## src/rtl/ram_loader.sv

```systemverilog
// ram_loader: programming sequencer for the SAP-1 16x8 program RAM.
// Takes program bytes over a valid/ready handshake and writes them to
// addresses 0..LAST_ADDR. Each write gets one full cycle of address/data
// setup before the strobe and one full cycle of hold after it. A mod-256
// checksum of the written bytes is kept for the host to compare against.
module ram_loader #(
    parameter int LAST_ADDR = 15
) (
    input  logic       clk,
    input  logic       clr,
    input  logic       start,
    input  logic       in_valid,
    input  logic [7:0] in_data,
    output logic       in_ready,
    output logic       prog,
    output logic       write,
    output logic       ce,
    output logic [3:0] a,
    output logic [7:0] d,
    output logic       busy,
    output logic       done,
    output logic [7:0] sum
);

    typedef enum logic [2:0] {
        IDLE   = 3'd0,
        WAIT   = 3'd1,
        SETUP  = 3'd2,
        STROBE = 3'd3,
        HOLD   = 3'd4
    } state_t;

    localparam logic [3:0] LAST = 4'(LAST_ADDR);

    state_t state;

    // Ready is decoded straight from the state so upstream sees it in the
    // same cycle the loader enters WAIT.
    assign in_ready = (state == WAIT);

    // The loader only ever writes the RAM, so its output driver stays off.
    assign ce = 1'b0;

    // Load sequencer: one pass of WAIT/SETUP/STROBE/HOLD per byte. Reset
    // clears prog and write asynchronously, so an aborted load never leaves
    // a strobe hanging on the RAM.
    always_ff @(posedge clk or posedge clr) begin
        if (clr) begin
            state <= IDLE;
            prog  <= 1'b0;
            write <= 1'b0;
            a     <= 4'd0;
            d     <= 8'd0;
            busy  <= 1'b0;
            done  <= 1'b0;
            sum   <= 8'd0;
        end else begin
            case (state)
                IDLE: begin
                    if (start) begin
                        state <= WAIT;
                        prog  <= 1'b1;
                        busy  <= 1'b1;
                        done  <= 1'b0;
                        a     <= 4'd0;
                        sum   <= 8'd0;
                    end
                end
                WAIT: begin
                    // No timeout: a stalled source simply parks the loader here.
                    if (in_valid) begin
                        d     <= in_data;
                        state <= SETUP;
                    end
                end
                SETUP: begin
                    write <= 1'b1;
                    state <= STROBE;
                end
                STROBE: begin
                    // The RAM captures d on this same edge; fold it into the sum.
                    write <= 1'b0;
                    sum   <= sum + d;
                    state <= HOLD;
                end
                HOLD: begin
                    // Address stops at the last location rather than wrapping.
                    if (a == LAST) begin
                        state <= IDLE;
                        prog  <= 1'b0;
                        busy  <= 1'b0;
                        done  <= 1'b1;
                    end else begin
                        a     <= a + 4'd1;
                        state <= WAIT;
                    end
                end
                default: state <= IDLE;
            endcase
        end
    end

endmodule
```

## config.mk

```make
export PLATFORM = sky130hd
export DESIGN_NAME = ram_loader
export DESIGN_NICKNAME = d
export VERILOG_FILES = /design/src/rtl/ram_loader.sv
export SDC_FILE = /design/constraint.sdc
export NUM_CORES = 1
export LEC_CHECK = 0
export ABC_AREA = 1
export BUFFER_PORTS_ARGS = -buffer_cell sky130_fd_sc_hd__buf_2
export CAP_MARGIN = 15
export CORE_MARGIN = 2
export CORE_UTILIZATION = 50
export CTS_CLUSTER_SIZE = 20
export DETAILED_ROUTE_END_ITERATION = 10
export GPL_TIMING_DRIVEN = 0
export PLACE_DENSITY = 0.76
export SKIP_CTS_REPAIR_TIMING = 1
export SYNTH_ARGS = -nofsm -noshare
export SYNTH_HDL_FRONTEND = slang
export SYNTH_SLANG_ARGS = --single-unit
```

## constraint.sdc

```tcl
create_clock -name clk -period 1.8 [get_ports clk]
set_input_delay 0.09 -clock clk [delete_from_list [all_inputs] [get_ports clk]]
set_output_delay 0.09 -clock clk [all_outputs]
set_load 0.05 [all_outputs]
```

Word-level counts from Yosys, hierarchy flattened:

Index checks and enable logic that the tools add are counted.

* word-level logic and storage cells: 43
* memory bits (writable): 0
* output and inout port bits: 26
* input bits: 12
* bits in read-only memories: 0
* register bits after elaboration: 26
* memories: 0
* latch bits: 0

* $add $sub $neg: 2
* equal/unequal tests: 9
* multipliers: 0
* order comparisons: 0
* div/mod/pow operators: 0
* bitwise operators: 0
* reductions and logical operators: 9
* mux-type cells: 16
* shift operators: 0

Operators by type and width (count)
* $pmux 8 s2: 1
* $pmux 3 s5: 1
* $add 8x8->8: 1
* $mux 4: 2
* $mux 8: 1
* $ne 2x2->1 const B: 4
* $pmux 4 s2: 1
* $eq 3x2->1 const B: 2
* $mux 3: 2
* $pmux 1 s2: 3
* $reduce_and 2->1: 3
* $reduce_and 3->1: 2
* $reduce_bool 2->1: 3
* $mux 1: 5
* $add 4x1->4 const B: 1
* $eq 4x4->1 const B: 1
* $eq 3x1->1 const B: 1
* $eq 3x3->1 const B: 1
* $logic_not 3->1: 1

Longest topological paths before layout:

Gate-level depths: netlist (run 1).

* depth in word-level cells: 3
* depth in mapped cells: 9
* depth with buffers taken out: 9

Worst setup path before layout (run 1):

OpenSTA, ideal clock, no wires.

* path kind: register to register
* start point: reg d[0]
* end point: reg sum[6]
* data required time: 1.682 ns
* arrival: 1.681 ns
* buffers on the path: 0
* setup time: 0.118 ns
* stages on the path, launching flop included: 9
* setup slack: 0.001 ns
* clock period less this slack: 1.799 ns
* path through: dfrtp_1 > ha_1 > fa_1 > nand2_1 > nand2_1 > nand3b_1 > nand3b_1 > nand3_1 > nand2_1

* word-level cells in the longest chain between the ends: 2

Ends and longest elaborated chain
* start, declared: line 19 `output logic [7:0] d,`
* start signal, assigned: line 72 `d <= in_data;`
* $add 8x8->8: line 83 `sum <= sum + d;`
* $pmux 8 s2: line 58 `case (state)`
* end signal, assigned: line 83
* end, declared: line 22 `output logic [7:0] sum`

Every way passes these cells.
A chain may end at the register's enable or synchronous reset.

Final worst setup path (run 1):

Ends and elaborated chain as after synthesis.

==> impl_metrics.csv, run 1 <==
group,metric,value,unit
finish,regArea,650.6,µm²
global_route,grt_max_degree,27,
drt,wl_met3,133,µm
drt,totalWireLength,2867,µm
die,die-area,3339,µm²
setup_path,criticalPathCategory,"reg -> reg",
cts,cts_sinks,26,
sta,hold_viol_final,30,
pwr,leakage,1.012,nW
drt,vias_per_cell,4.976,
pwr,power_density,1845,nW/µm²
setup_path,crit_start,"d[0]",
synthesis,synth_seq_cells,26,
finish,stdcell_count,251,
setup_path,path_cells,"ha_1 -> fa_1 -> nand2_1 -> nand2_1 -> nand3b_1 -> nand3b_1 -> nand3_1 -> nand2_1",
finish,multiInputGateArea,695.7,µm²
setup_path,critPathMaxFanout,3,
synthesis,synth_edf_count,0,
synthesis,synth_cells,179,
pwr,fin_total_pwr,3.152,mW
sta,finalCritPeriodShare,0.9188,
drt,vias,1249,
job,max_cap_viol_count,0,
synthesis,ys_warn_count,0,
drt,drt-initial-drc-count,45,
synthesis,netlist_area,1446,µm²
drt,wl_met2,1382,µm
die,die_y,57.79,µm
sta,worst_slew_pin_slew,957.1,ps
die,initial_core_util,0.5245,
setup_path,start_kind,"flip-flop",
cts,cts_buffer_depth,2,
outcome,outcome,"complete, but fails checks",
synthesis,syn_nets,200,
outcome,violations,"negative hold slack",
placed_design,dpl.hpwl,2131,µm
setup_path,worstPathArrival,1890,ps
setup_path,crit_slowest_cell,"dfrtp_1",
drt,wire_per_inst,11.42,µm
placed_design,gp_congestion,0.8326,
sta,period_needed,1654,ps
setup_path,critical_path.top_delay_family,"adder cells",
sta,holdWs,-40.40,ps
synthesis,synth.avg_cell_area,8.080,µm²
synthesis,ys_types,27,
drt,route.detailed.drc,0,
synthesis,seq_area_frac_synth,0.4498,
setup_path,cp_num_buf_inv,0,
global_route,grt_pass1_vias,1112,
global_route,grt_pass1_wl,4809,µm
finish,n_antenna_cell,0,
setup_path,worstPathRequired,2030,ps
die,coreArea,2758,µm²
pwr,ir_worst_vdd,1.270,mV
drt,highest-signal-layer,"met4",
setup_path,cp_common_cell,"nand2_1",
die,die_width,57.79,µm
die,num_io_pins,38,
synthesis,synth_most_common_cell,"nand2_1",
global_route,gr-total-overflow,0,
setup_path,r2r_start,"d[0]",
sta,timing.setup.tns,0,ps
cts,cts_tree,"yes",
placed_design,pre_cts_slack,161.6,ps
finish,fin_nets,243,
sta,skew,5.094,ps
synthesis,synthArstFlopShare,1.000,
hold_path,holdCritPathClass,"in -> async",
sta,max_clock_freq,0.6046,GHz
cts,cts_inserted_buffers,3,
global_route,antenna_found_initial,0,
finish,synthToLayoutAreaGrowth,18.08,%
cts,clk_pin_slew,140,ps
global_route,grtUsageTotal,0.1862,
cts,htree_levels,1,
drt,ant_nets,0,
drt,drt-met1-wl,1328,µm
die,std_cell_rows,19,
setup_path,cp-end-kind,"flip-flop",
sta,setup_viol,0,
sta,rsz0062_at_grt,"no",
setup_path,cp_slowest_stage_delay,430,ps
cts,clk_latency,320,ps
synthesis,ys.flop_type,"dfrtp_1",
synthesis,synth.largest_area_cell,"dfrtp_1",
synthesis,synth_commonest_cells,"64 x nand2_1, 26 x dfrtp_1, 21 x nand3_1, 14 x inv_1, 9 x nor2_1",
finish,layout-drive-gt1-share,0.2636,
synthesis,yosysTopAreaCellShare,0.4498,
placed_design,dp.cells,246,
sta,fin_ws,146.1,ps
synthesis,synthTopCellsByArea,"dfrtp_1 45%, nand2_1 17%, nand3_1 7.3%",
sta,slew_violations,0,
placed_design,io_buffers,36,
finish,fillers,257,
sta,slew_headroom,0.3612,
cts,cts-root-buf,"clkbuf_4",
drt,first_pass_iters,4,
-- layout by cell type, fill, tap and decap left out --
cell           Yosys  layout
dfrtp_1           26      26
nor2_1             9       9
nor2_4             1       1
xnor2_1            1       1
nand2_4            3       3
buf_2              1      37
nand2_1           64      64
buf_4              2       2
conb_1             1       1
nand2_2            2       2
a21oi_1            5       5
nand3_1           21      21
nor3_2             1       1
o21ai_1            1       1
o2bb2ai_1          1       1
o21ai_0            5       5
nand3b_1           2       2
or2_2              1       1
clkinv_2           1       1
inv_1             14      14
dlygate4sd3_1      0       2
clkbuf_4           0       3
ha_1               8       8
xor2_1             1       1
nor2_2             2       2
fa_1               1       1
inv_2              3       3
buf_6              1       1
nand3_2            1       1
-- logic make-up after synthesis --
group / share of synthesized area
simple gates: 0.3391
flops: 0.4498
buf+inv: 0.06919
compound gates: 0.04411
fa+ha+maj: 0.08305
xor+xnor: 0.01211
other cells: 0.002593
-- stage by stage --
stage / area (µm²) / util / hold slack (ps)
after floorplan: 1446 / - / 130.0
after CTS: 1688 / 0.6121 / -17.74
after global routing: 1708 / 0.6193 / 0.2728
final: 1708 / 0.6193 / -40.40
after global placement: 1665 / 0.6039 / 321.3
after detailed placement: 1665 / 0.6039 / 323.0
-- cell type report --
| cell class | instances | share of cell area |
|---|---|---|
| Inverter | 18 | 0.04029 |
| Sequential cell | 26 | 0.3810 |
| Timing Repair Buffer | 38 | 0.1172 |
| Buffer | 4 | 0.01831 |
| Multi-Input combinational cell | 131 | 0.4073 |
| Clock buffer | 3 | 0.01319 |
| Tap cell | 31 | 0.02271 |
-- final timing paths --
path	to	cells after the start	slack, ps
min in group clk	d[7]	3	-10
worst max-delay path	sum[6]	8	150
max in group asynchronous	d[3]	2	1260
worst min-delay path	d[2]	2	-40
worst min register to register	done	2	510
worst max register to register	sum[6]	8	150
-- layer usage --
layer  vias up  global-route usage
li1        647                   -
met1       570              0.2525
met2        28              0.3084
met3         4             0.04018
met4         0             0.03987
met5         -                   0
-- report_power, final --
part,switching [mW],total (mW),internal (mW)
Clock,0.169,0.247,0.0786
Sequential,0.192,0.981,0.789
Combinational,1.38,1.92,0.542
-- sequential cells by signal, summed over array words and instances, names as in the netlist --
| register | cells |
|---|---|
| d | 8 |
| sum | 8 |
| a | 4 |
| state | 3 |
| busy | 1 |
| done | 1 |
| write | 1 |
No activity file was read; power rests on OpenSTA's default activity.
==> run 2, diff against run 1 <==
--- a/config.mk
+++ b/config.mk
@@ -5,8 +5,7 @@
 export SDC_FILE = /design/constraint.sdc
 export NUM_CORES = 1
 export LEC_CHECK = 0
-export ABC_AREA = 1
-export BUFFER_PORTS_ARGS = -buffer_cell sky130_fd_sc_hd__buf_2
+export BUFFER_PORTS_ARGS = -buffer_cell sky130_fd_sc_hd__clkbuf_2
 export CAP_MARGIN = 15
 export CORE_MARGIN = 2
 export CORE_UTILIZATION = 50
==> run 2 against run 1 <==
Compared with the run above:
- the run now ends clean
- largest power group unchanged
- clock-buffer cell count grew 1
- worst hold slack gained 42 ps
- sequential power is essentially flat
- synthesized area shrank 0.69%
==> impl_metrics.csv, run 2 <==
group,metric,value,unit
outcome,outcome,"finished clean",
finish,synthToLayoutAreaGrowth,31.79,%
cts,clk_pin_slew,140,ps
synthesis,synth_commonest_cells,"26 x dfrtp_1, 16 x nand2_1, 9 x mux2_2, 9 x nor2_1, 8 x ha_1",
setup_path,cp_num_buf_inv,0,
drt,drt-met1-wl,1353,µm
drt,totalWireLength,2996,µm
synthesis,synth_cells,134,
global_route,grt_pass1_wl,4919,µm
drt,wire_per_inst,13.93,µm
synthesis,synth.largest_area_cell,"dfrtp_1",
die,die_y,57.60,µm
sta,finalCritPeriodShare,0.9758,
die,die-area,3318,µm²
finish,layout_common_cells,"36 x clkbuf_2, 16 x nand2_1, 14 x dfrtp_1",
synthesis,netlist_area,1436,µm²
global_route,antenna_found_initial,0,
synthesis,synth_seq_cells,26,
setup_path,worstPathRequired,2060,ps
synthesis,ys_warn_count,0,
synthesis,ys_types,41,
cts,htree_levels,1,
setup_path,criticalPathCategory,"reg -> reg",
placed_design,gp_congestion,0.7986,
finish,mostFrequentLayoutCell,"clkbuf_2",
setup_path,critical_path.top_delay_family,"compound AO/OA/AOI/OAI gates",
synthesis,yosys.area_share.adder,0.08362,
drt,drt-initial-drc-count,32,
synthesis,synth_compound_area_frac,0.1193,
sta,hold_viol_final,0,
pwr,leakage,0.9024,nW
drt,wl_met3,98,µm
die,initial_core_util,0.5254,
global_route,grt_max_degree,27,
placed_design,dpl.hpwl,2169,µm
sta,setup_viol,0,
cts,cts_sinks,26,
finish,top_regs,"d x8, sum x8, a x4",
finish,n_antenna_cell,0,
synthesis,synthArstFlopShare,1.000,
sta,rsz0062_at_grt,"yes",
synthesis,syn_nets,155,
setup_path,reg2regPathDepth,6,
sta,max_clock_freq,0.5693,GHz
setup_path,critPathMaxFanout,3,
finish,layout-drive-gt1-share,0.4565,
synthesis,seq_area_frac_synth,0.4530,
hold_path,holdCritPathClass,"in -> reg",
synthesis,yosys-mux-area-fraction,0.09146,
job,max_cap_viol_count,0,
cts,cts-root-buf,"clkbuf_4",
sta,timing.setup.tns,0,ps
synthesis,synthTopCellsByArea,"dfrtp_1 45%, mux2_2 7.1%, ha_1 7.0%",
pwr,power_density,1879,nW/µm²
setup_path,cp_slowest_stage_delay,460,ps
drt,ant_nets,0,
synthesis,synth_most_common_cell,"dfrtp_1",
setup_path,crit_slowest_cell,"dfrtp_2",
global_route,grtUsageTotal,0.1905,
setup_path,cp.depth,6,
cts,cts_tree,"yes",
drt,vias_per_cell,5.358,
sta,fin_ws,43.55,ps
cts,cts_inserted_buffers,3,
drt,highest-signal-layer,"met4",
hold_path,whs_path_depth,2,
cts,clk_latency,320,ps
synthesis,yosysTopAreaCellShare,0.4530,
global_route,grt_pass1_vias,1130,
setup_path,path_cells,"ha_4 -> a211oi_4 -> nor3_2 -> o31a_1 -> nor3_2 -> mux2i_1",
setup_path,cp-end-kind,"flip-flop",
synthesis,synth_xor_xnor_area_share,0.03049,
drt,first_pass_iters,4,
setup_path,start_kind,"flip-flop",
global_route,gr-total-overflow,0,
setup_path,worstPathArrival,2020,ps
pwr,ir_worst_vdd,1.622,mV
drt,vias,1152,
sta,slew_violations,0,
die,coreArea,2734,µm²
die,die_width,57.60,µm
finish,finalInstanceArea,1893,µm²
synthesis,synth_edf_count,0,
sta,period_needed,1756,ps
drt,wl_met2,1516,µm
placed_design,placed_area,1719,µm²
setup_path,cp_common_cell,"nor3_2",
cts,cts_buffer_depth,2,
placed_design,pre_cts_slack,6.969,ps
finish,fin_nets,206,
die,std_cell_rows,19,
synthesis,synth.avg_cell_area,10.72,µm²
placed_design,io_buffers,36,
synthesis,ys.flop_type,"dfrtp_1",
sta,holdWs,1.325,ps
synthesis,synth_top_family_by_area,"simple AND/OR/NAND/NOR gates",
synthesis,synthSimpleGateAreaFrac,0.1681,
sta,skew,4.731,ps
die,num_io_pins,38,
drt,route.detailed.drc,0,
## run 2: per-layer routing
layer	track usage	vias up
li1	-	568
met2	0.2987	25
met4	0.07309	0
met5	0	-
met1	0.2725	555
met3	0.02041	4
## run 2: final timing paths
check	startpoint	endpoint	slack, ps
max	d[1]	sum[7]	40
min	in_data[1]	d[1]	1
max reg2reg	d[1]	sum[7]	40
min reg2reg	sum[7]	sum[7]	490
max in group asynchronous	clr	d[3]	1220
min in group asynchronous	clr	d[2]	190
## run 2: logic make-up after synthesis
group           Yosys count
simple gates             44
flops                    26
compound gates           25
mux                      12
buf+inv                  12
fa+ha+maj                 9
xor+xnor                  5
other cells               1
## run 2: through the flow
step	util	total power, mW	std cells
2_1_floorplan	-	2.717	134
3_3_place_gp	0.6288	3.082	201
3_5_place_dp	0.6288	3.164	201
4_1_cts	0.6421	3.465	205
5_1_grt	0.6924	3.797	215
6_report	0.6924	3.557	215
## run 2: where the power goes
| group | switching, mW | leakage, nW | internal [mW] | total, mW |
|---|---|---|---|---|
| registers | 0.190 | 0.312 | 0.814 | 1.00 |
| logic | 1.44 | 0.569 | 0.813 | 2.26 |
| clock network | 0.173 | 0.0210 | 0.124 | 0.297 |
## run 2: area by class of cell
cell class | count | area, µm²
Buffer | 7 | 55.05
Clock buffer | 4 | 36.28
Fill cell | 211 | 840.8
Inverter | 5 | 18.77
Multi-Input combinational cell | 96 | 785.8
Sequential cell | 26 | 665.6
Tap cell | 31 | 38.79
Timing Repair Buffer | 46 | 292.8
## run 2: worst register-to-register path, cell delays in order (launching register included)
cell	delay, ps
dfrtp_2	460
ha_4	260
a211oi_4	260
nor3_2	100
o31a_1	260
nor3_2	180
mux2i_1	190
==> run 3, diff against run 2 <==
--- a/config.mk
+++ b/config.mk
@@ -12,6 +12,7 @@
 export CTS_CLUSTER_SIZE = 20
 export DETAILED_ROUTE_END_ITERATION = 10
 export GPL_TIMING_DRIVEN = 0
+export HOLD_SLACK_MARGIN = 0.06
 export PLACE_DENSITY = 0.76
 export SKIP_CTS_REPAIR_TIMING = 1
 export SYNTH_ARGS = -nofsm -noshare
==> run 3 against run 2 <==
Compared with the run above:
- clock skew hardly changed
- via count is 0.43% higher
- worst hold slack better by 77 ps
- sequential cell count stayed put
- first-iteration DRC count is 38% lower
- fmax hardly changed
- largest cell class unchanged
- cell count is 0.93% higher
==> impl_metrics.csv, run 3 (same netlist as run 2, synthesis figures left out) <==
group,metric,value,unit
global_route,grt_pass1_wl,4919,µm
drt,route.detailed.drc,0,
die,std_cell_rows,19,
sta,fin_ws,43.39,ps
placed_design,placed_area,1719,µm²
placed_design,dpl.hpwl,2169,µm
global_route,antenna_found_initial,0,
job,max_cap_viol_count,0,
finish,fillers,208,
die,initial_core_util,0.5254,
die,die_y,57.60,µm
die,die-area,3318,µm²
sta,max_clock_freq,0.5693,GHz
placed_design,pre_cts_slack,6.969,ps
global_route,gr-total-overflow,0,
drt,drt-initial-drc-count,20,
pwr,p_int,1.753,mW
finish,fin_nets,208,
sta,skew,4.614,ps
hold_path,hp-start,"start",
pwr,p_clk_frac,0.083,
setup_path,cp-end-kind,"flip-flop",
cts,cts-root-buf,"clkbuf_4",
placed_design,io_buffers,36,
finish,finalInstanceArea,1913,µm²
cts,cts_sinks,26,
setup_path,cp_slowest_stage_delay,460,ps
die,num_io_pins,38,
sta,period_needed,1757,ps
setup_path,cp_common_cell,"nor3_2",
global_route,grt_max_degree,27,
pwr,seqPwrFrac,0.282,
finish,mostFrequentLayoutCell,"clkbuf_2",
drt,vias,1157,
sta,rsz0062_at_grt,"yes",
setup_path,r2r_start,"d[1]",
setup_path,critPathMaxFanout,3,
placed_design,gp_congestion,0.7986,
cts,cts_buffer_depth,2,
global_route,grt_pass1_vias,1130,
drt,first_pass_iters,4,
setup_path,crit_start,"d[1]",
drt,wire_per_inst,13.90,µm
finish,n_antenna_cell,0,
drt,totalWireLength,3016,µm
setup_path,crit_slowest_cell,"dfrtp_2",
cts,clk_pin_slew,140,ps
cts,cts_tree,"yes",
setup_path,criticalPathCategory,"reg -> reg",
drt,ant_nets,0,
setup_path,start_kind,"flip-flop",
die,die_width,57.60,µm
die,coreArea,2734,µm²
setup_path,worstPathArrival,2020,ps
pwr,leakage,0.9108,nW
sta,finalCritPeriodShare,0.9759,
drt,vias_per_cell,5.332,
finish,layout-drive-gt1-share,0.4516,
cts,cts_inserted_buffers,3,
pwr,power.switching,1.807,mW
pwr,swShare,0.5075,
hold_path,holdCritPathClass,"in -> reg",
finish,layout_common_cells,"36 x clkbuf_2, 16 x nand2_1, 14 x dfrtp_1",
finish,top_regs,"d x8, sum x8, a x4",
sta,slew_violations,0,
finish,synthToLayoutAreaGrowth,33.19,%
sta,setup_viol,0,
setup_path,path_cells,"ha_4 -> a211oi_4 -> nor3_2 -> o31a_1 -> nor3_2 -> mux2i_1",
pwr,power_density,1861,nW/µm²
outcome,outcome,"finished clean",
cts,clk_latency,320,ps
cts,htree_levels,1,
sta,hold_viol_final,0,
global_route,grtUsageTotal,0.1905,
pwr,pwr-share-comb,0.634,
pwr,ir_worst_vdd,1.367,mV
setup_path,worstPathRequired,2060,ps
-- run 3: changes by cell type in the layout (fill, tap and decap cells not counted), sizes merged --
cell,change
dlygate4sd3,+2
-- run 3: area by class of cell --
class	instances	area, µm²	share of cell area
tap	31	38.79	0.02027
multi-input combinational	96	785.8	0.4107
timing repair buffer	48	312.8	0.1635
buffer	7	55.05	0.02878
inverter	5	18.77	0.009810
clock buffer	4	36.28	0.01897
sequential	26	665.6	0.3479
-- run 3: per-stage QoR --
step                power (mW)  setup TNS, ps  std cells  hold WS (ps)  utilization
floorplan                2.717              0        134         129.2            -
global placement         3.082              0        201         320.9       0.6288
detailed placement       3.164              0        201         332.1       0.6288
CTS                      3.465         -9.789        205        -7.580       0.6421
global route             3.803         -70.97        217         69.34       0.6998
finish                   3.560              0        217         78.47       0.6998
-- run 3: worst max-delay path, delay by kind of cell (launching register included) --
kind / cells / cell delay, ps
AO/OA/AOI/OAI: 2 / 510
adder cells (fa/ha/maj): 1 / 260
flip-flops: 1 / 460
multiplexers: 1 / 190
AND/OR/NAND/NOR: 2 / 280
-- run 3: worst paths after layout --
path	to	slack, ps	depth (start not counted)
min reg2reg	sum[7]	490	1
max reg2reg	sum[7]	40	6
max	sum[7]	40	6
max in group asynchronous	d[3]	1220	4
min	state[0]	80	3
min in group asynchronous	d[2]	190	3
-- run 3: power groups by stage --
stage / Clock [mW] / Combinational (mW) / Sequential [mW]
6_report: 0.297 / 2.26 / 1.00
5_1_grt: 0.317 / 2.44 / 1.05
2_1_floorplan: 0 / 1.10 / 1.62
3_3_place_gp: 0 / 2.07 / 1.02
4_1_cts: 0.300 / 2.15 / 1.02
3_5_place_dp: 0 / 2.13 / 1.03
-- run 3: layer usage --
metal,part of all wire,track usage,wire [µm],up-vias
li1,-,-,-,572
met3,0.033,0.02041,100,4
met4,0.0090,0.07309,27,0
met2,0.50,0.2987,1519,25
met5,0,0,0,-
met1,0.45,0.2725,1369,556
